<file path="config.mk">
export PLATFORM = sky130hd
export DESIGN_NAME = freq_meter
export DESIGN_NICKNAME = d
export VERILOG_FILES = /design/src/rtl/freq_meter_pkg.sv /design/src/rtl/freq_meter_edge_sync.sv /design/src/rtl/freq_meter.sv
export SDC_FILE = /design/constraint.sdc
export NUM_CORES = 1
export LEC_CHECK = 0
export BUFFER_PORTS_ARGS = -buffer_cell sky130_fd_sc_hd__clkbuf_2
export CAP_MARGIN = 40
export CORE_ASPECT_RATIO = 2
export CORE_MARGIN = 1.5
export CORE_UTILIZATION = 45
export DETAILED_ROUTE_END_ITERATION = 10
export SYNTH_ARGS = -nofsm -noshare
export SYNTH_HDL_FRONTEND = slang
export SYNTH_SLANG_ARGS = --single-unit
</file>
<file path="constraint.sdc">
create_clock -name clk_50mhz -period 7.8 [get_ports clk_50mhz]
set_clock_uncertainty 0.05 [all_clocks]
set_input_delay 1.17 -clock clk_50mhz [delete_from_list [all_inputs] [get_ports clk_50mhz]]
set_output_delay 1.17 -clock clk_50mhz [all_outputs]
set_load 0.05 [all_outputs]
</file>
<file path="src/rtl/freq_meter_pkg.sv">
// freq_meter_pkg: shared types and constants for the gated frequency counter.
//   state_t        : FSM states (IDLE, SETTLE, GATE)
//   SETTLE_CYC_*   : settle length for the filtered / unfiltered input path
//   SETTLE_CYC     : settle length of this build
//   gate_cycles()  : gate window length in clk cycles
// Build option: FREQ_METER_GLITCH_FILTER_EN selects the filtered input path.
package freq_meter_pkg;

  typedef enum logic [1:0] {IDLE, SETTLE, GATE} state_t;

  localparam int SETTLE_CYC_NOFILT = 3;
  localparam int SETTLE_CYC_FILT   = 5;

`ifdef FREQ_METER_GLITCH_FILTER_EN
  localparam int SETTLE_CYC = SETTLE_CYC_FILT;
`else
  localparam int SETTLE_CYC = SETTLE_CYC_NOFILT;
`endif

  function automatic int gate_cycles(input longint clk_hz, input longint gate_ms);
    return int'(clk_hz / 64'd1000 * gate_ms);
  endfunction

endpackage

</file>
<file path="src/rtl/freq_meter_edge_sync.sv">
// edge_sync: brings an asynchronous signal into the clock domain and emits a
// one-cycle pulse per rising edge.
//   i_clk, i_rst_n : clock, async active-low reset
//   i_sig          : asynchronous input
//   o_edge         : 1-cycle rising-edge pulse
// Build option: FREQ_METER_GLITCH_FILTER_EN adds a 3-sample agreement filter
// (pulses shorter than 3 clocks are rejected, edge latency 5 clocks instead of 3).
module edge_sync (
  input  logic i_clk,
  input  logic i_rst_n,
  input  logic i_sig,
  output logic o_edge
);

  logic r_s1, r_s2, r_s3;

  always_ff @(posedge i_clk or negedge i_rst_n) begin
    if (!i_rst_n) begin
      r_s1 <= 1'b0;
      r_s2 <= 1'b0;
      r_s3 <= 1'b0;
    end else begin
      r_s1 <= i_sig;
      r_s2 <= r_s1;
      r_s3 <= r_s2;
    end
  end

`ifdef FREQ_METER_GLITCH_FILTER_EN
  logic r_filt, r_filt_d;

  // s1/s2/s3 are three consecutive samples; the level only moves when all agree.
  always_ff @(posedge i_clk or negedge i_rst_n) begin
    if (!i_rst_n) begin
      r_filt   <= 1'b0;
      r_filt_d <= 1'b0;
    end else begin
      if (r_s1 == r_s2 && r_s2 == r_s3) r_filt <= r_s3;
      r_filt_d <= r_filt;
    end
  end

  assign o_edge = r_filt & ~r_filt_d;
`else
  assign o_edge = r_s2 & ~r_s3;
`endif

endmodule

</file>
<file path="src/rtl/freq_meter.sv">
// freq_meter: gated frequency counter. Counts rising edges of sig_in over a
// window of GATE_CYCLES clk_50mhz cycles and presents each result on a
// valid/ready handshake.
//   clk_50mhz, reset_n : clock, async active-low reset
//   enable             : 1 = measure continuously, 0 = idle / abort window
//   sig_in             : asynchronous signal under measurement
//   freq_ready         : consumer accepts result
//   freq_valid         : result available
//   freq_count         : edges in last completed window (saturating)
//   freq_sat           : edge count saturated in that window
//   overrun            : sticky, unconsumed result was overwritten
// Build option: FREQ_METER_GLITCH_FILTER_EN (glitch filter, 5-cycle settle).
module freq_meter
  import freq_meter_pkg::*;
#(
  parameter int CLK_FREQ_HZ = 50_000_000,
  parameter int GATE_MS     = 1000,
  parameter int COUNT_W     = 32
) (
  input  logic               clk_50mhz,
  input  logic               reset_n,
  input  logic               enable,
  input  logic               sig_in,
  input  logic               freq_ready,
  output logic               freq_valid,
  output logic [COUNT_W-1:0] freq_count,
  output logic               freq_sat,
  output logic               overrun
);

  localparam int GATE_CYCLES = gate_cycles(CLK_FREQ_HZ, GATE_MS);
  localparam int GW          = (GATE_CYCLES > 1) ? $clog2(GATE_CYCLES) : 1;
  localparam logic [GW-1:0] GATE_LAST   = GW'(GATE_CYCLES - 1);
  localparam logic [2:0]    SETTLE_LAST = 3'(SETTLE_CYC - 1);

  generate
    if (GATE_CYCLES == 0) begin : g_bad_gate
      $error("freq_meter: GATE_CYCLES evaluates to 0");
    end
  endgenerate

  state_t             r_state;
  logic [2:0]         r_settle;
  logic [GW-1:0]      r_gate;
  logic [COUNT_W-1:0] r_edge_cnt;
  logic               r_sat;
  logic               r_valid;
  logic [COUNT_W-1:0] r_count;
  logic               r_fsat;
  logic               r_ovr;

  logic               w_edge;
  logic               w_at_max;
  logic               w_sat_hit;
  logic [COUNT_W-1:0] w_edge_nxt;

  edge_sync u_edge_sync (
    .i_clk   (clk_50mhz),
    .i_rst_n (reset_n),
    .i_sig   (sig_in),
    .o_edge  (w_edge)
  );

  // Edge count including this cycle's edge; holds at all-ones on overflow.
  assign w_at_max   = &r_edge_cnt;
  assign w_sat_hit  = w_edge & w_at_max;
  assign w_edge_nxt = r_edge_cnt + COUNT_W'(w_edge & ~w_at_max);

  always_ff @(posedge clk_50mhz or negedge reset_n) begin
    if (!reset_n) begin
      r_state    <= IDLE;
      r_settle   <= '0;
      r_gate     <= '0;
      r_edge_cnt <= '0;
      r_sat      <= 1'b0;
      r_valid    <= 1'b0;
      r_count    <= '0;
      r_fsat     <= 1'b0;
      r_ovr      <= 1'b0;
    end else begin
      // A capture below overrides this drop (same-cycle handshake + new data).
      if (r_valid && freq_ready) r_valid <= 1'b0;

      if (!enable) begin
        // Abort: discard partial window, keep last result visible.
        r_state    <= IDLE;
        r_settle   <= '0;
        r_gate     <= '0;
        r_edge_cnt <= '0;
        r_sat      <= 1'b0;
        r_ovr      <= 1'b0;
      end else begin
        case (r_state)
          IDLE: begin
            r_state  <= SETTLE;
            r_settle <= '0;
          end
          SETTLE: begin
            // Edges from before enable may still sit in the sync chain.
            if (r_settle == SETTLE_LAST) begin
              r_state    <= GATE;
              r_gate     <= '0;
              r_edge_cnt <= '0;
              r_sat      <= 1'b0;
            end else begin
              r_settle <= r_settle + 3'd1;
            end
          end
          GATE: begin
            if (r_gate == GATE_LAST) begin
              // Terminal cycle: this cycle's edge belongs to the closing window.
              r_count    <= w_edge_nxt;
              r_fsat     <= r_sat | w_sat_hit;
              r_valid    <= 1'b1;
              if (r_valid && !freq_ready) r_ovr <= 1'b1;
              r_gate     <= '0;
              r_edge_cnt <= '0;
              r_sat      <= 1'b0;
            end else begin
              r_gate     <= r_gate + GW'(1);
              r_edge_cnt <= w_edge_nxt;
              if (w_sat_hit) r_sat <= 1'b1;
            end
          end
          default: r_state <= IDLE;
        endcase
      end
    end
  end

  assign freq_valid = r_valid;
  assign freq_count = r_count;
  assign freq_sat   = r_fsat;
  assign overrun    = r_ovr;

endmodule

</file>
==> results.cfg <==
[sta]
setup_slack_ns = 4.399
rsz0062_at_grt = no
whs_ns = 0.2987
max_clock_freq_ghz = 0.2941
tns_ns = 0
tightest_slew_ns = 0.9556
min_period_ns = 3.401
finalMaxSlewViolations = 0
hold_viol = 0
setup_viol = 0
slew_headroom = 0.3571
period_share = 0.4360

[synthesis]
synth_common_cells = dfrtp_1, nand2_1, o21ai_0
synth_top_area_share = 0.4932
synth_warnings = 0
synth_top_area_cell = dfrtp_1
synthDistinctLibCells = 49
ys_async_sr_fraction = 1.000
syn_area_mm2 = 0.005175
synth_seq_cells = 102
synth-edff-count = 0
syn_nets = 560
synth_cells = 550
ys_seq_area_frac = 0.4932
synth-main-ff-cell = dfrtp_1
synth_area_leaders = dfrtp_1, nand2_1, xnor2_1, o21ai_0, a31oi_1
synth.most_common_cell = dfrtp_1
avgSynthCellArea_um2 = 9.409

[critical_path]
cp_max_fo = 12
critical-path-slowest-cell = or4_4
path_delay_family = simple AND/OR/NAND/NOR gates
path_cells = nand4_4 -> or4_4 -> nor3_1 -> nor2_1 -> ha_1 -> ha_1 -> nand3_1 -> nor2_1 -> and4_1 -> nand2b_1 -> a31oi_1
path_buf_inv = 0
worstPathArrival_ns = 3.62
cp-end-kind = register
cpPeakStageDelay_ns = 0.58
path_class = reg -> reg
cp-start-kind = register
crit_required_ns = 8.02

[clocking]
clockBufferDepth = 2
postCtsHoldBufs = 0
ctsResizeCount = 0
clk_pin_slew_ns = 0.07
htreeDepth = 3
cts.sinks = 102
post_cts_buffers = 0
tritoncts = yes
numCtsBuffers = 9
insertion_delay_ns = 0.35
root_buffer = clkbuf_16

[routing]
vias_per_cell = 5.785
first_pass_iters = 4
drt_iter0_drc = 319
num_vias = 4188
ant_nets = 0
wl_mm = 11.98
route.detailed.drc = 0
wl_per_cell_um = 16.54

[cells_and_area]
drive_gt1_frac = 0.1375
layout.nets = 587
area_growth_pct = 11.75
n_antenna_cell = 0

[job]
maxCapViolations = 0

[status]
outcome = completed

[floorplan]
ios = 40
dieHeight_um = 154.7
rows = 55
dieArea_mm2 = 0.01219
chipWidth_um = 78.83
initial_core_util = 0.4585
core_area_mm2 = 0.01129

[place]
routabilityCongestion = 0.8373
io_buffers = 39
place_ws_ns = 4.426
place_hpwl_mm = 8.413

[pwr]
p_int_uw = 795.1
totalPowerFinal_mw = 1.022
combPwrFrac = 0.030
p_clk_frac = 0.449
vdd_drop_max_v = 0.0001117
sw_frac_of_total = 0.2220
pwr-share-seq = 0.521
leakagePower_nw = 2.385
p_per_area_mw_per_mm2 = 176.7
p_sw_uw = 226.9

[grt]
grt_first_pass_wirelength_mm = 19.94
grt_pass1_vias = 4039
grt_usage = 0.2101
overflow = 0
grt_max_degree = 82
antenna_found_initial = 0

[hold_path]
min_path_type = reg -> reg
[logic make-up (layout without fill, tap and decap cells)]
kind of cell / after synthesis / in the layout / synth area share
and+or+nand+nor: 215 / 215 / 0.2215
AOI/OAI and AO/OA: 138 / 138 / 0.1550
buffers and inverters: 44 / 76 / 0.03869
muxes: 4 / 4 / 0.008462
DFF: 102 / 102 / 0.4932
adders and majority gates: 5 / 5 / 0.01209
xor gates and xnor gates: 42 / 42 / 0.07108
[worst register-to-register path: cells and delay by family (launching register included)]
family          cells  cell delay [ns]
flops               1             0.50
simple gates        8             2.10
fa+ha+maj           2             0.48
compound gates      1             0.20
[layer usage]
layer  up-vias  share of wire  track usage
met5         -              0            0
met4         0          0.031      0.09273
met3        24          0.023      0.02891
met2        69           0.56       0.3883
met1      2074           0.38       0.2335
li1       2021              -            -
[worst paths after layout]
kind	start	endpoint	slack (ns)	cells after the start
max reg2reg	r_edge_cnt[8]	r_edge_cnt[18]	4.40	11
max in group asynchronous	reset_n	r_edge_cnt[29]	5.80	2
min in group asynchronous	reset_n	u_edge_sync.r_s3	0.83	1
min	u_edge_sync.r_s1	u_edge_sync.r_s2	0.30	0
max	r_edge_cnt[8]	r_edge_cnt[18]	4.40	11
min reg2reg	u_edge_sync.r_s1	u_edge_sync.r_s2	0.30	0
[sequential cells by signal, summed over array words and instances, names as in the netlist]
name and flops:
r_edge_cnt 32, u_edge_sync.r_s2 1, freq_count 32, freq_valid 1
r_state 2, overrun 1, u_edge_sync.r_s3 1, r_settle 3
r_gate 26, r_sat 1, u_edge_sync.r_s1 1, freq_sat 1
[cells in the final DEF, fill, tap and decap left out, types with 5 or more instances in the layout]
| cell type | count |
|---|---|
| a31oi_1 | 32 |
| nand4_1 | 14 |
| nor3_1 | 8 |
| nand2_1 | 66 |
| dfrtp_1 | 102 |
| a41oi_1 | 9 |
| nor2_1 | 35 |
| xnor2_1 | 28 |
| xor2_1 | 14 |
| nor4_1 | 8 |
| inv_1 | 13 |
| nand3b_1 | 7 |
| nand2b_1 | 11 |
| o21ai_0 | 47 |
| and3_1 | 6 |
| nand3_1 | 26 |
| a21oi_1 | 35 |
| ha_1 | 5 |
| clkbuf_16 | 9 |
| buf_4 | 9 |
| clkbuf_2 | 38 |
[per-stage QoR]
step	utilization	instances	area, um2
CTS	0.5124	724	5783
global route	0.5124	724	5783
global placement	0.4837	705	5459
detailed placement	0.4857	708	5482
finish	0.5124	724	5783
floorplan	-	550	5175
[area by class of cell]
class,instances,area [um2]
Timing Repair Buffer,47,257.7
Clock inverter,5,58.81
Inverter,13,48.80
Fill cell,1103,5503
Clock buffer,11,242.7
Sequential cell,102,2552
Tap cell,142,177.7
Multi-Input combinational cell,404,2445
[power groups by stage]
stage / Sequential (mW) / Combinational (mW) / Clock [mW]
after floorplan: 0.542 / 0.0130 / 0
after global placement: 0.543 / 0.0299 / 0
after detailed placement: 0.543 / 0.0316 / 0
after CTS: 0.533 / 0.0316 / 0.466
after global routing: 0.533 / 0.0349 / 0.489
final: 0.533 / 0.0302 / 0.459
Note: power is estimated with default switching activity, not from simulation.
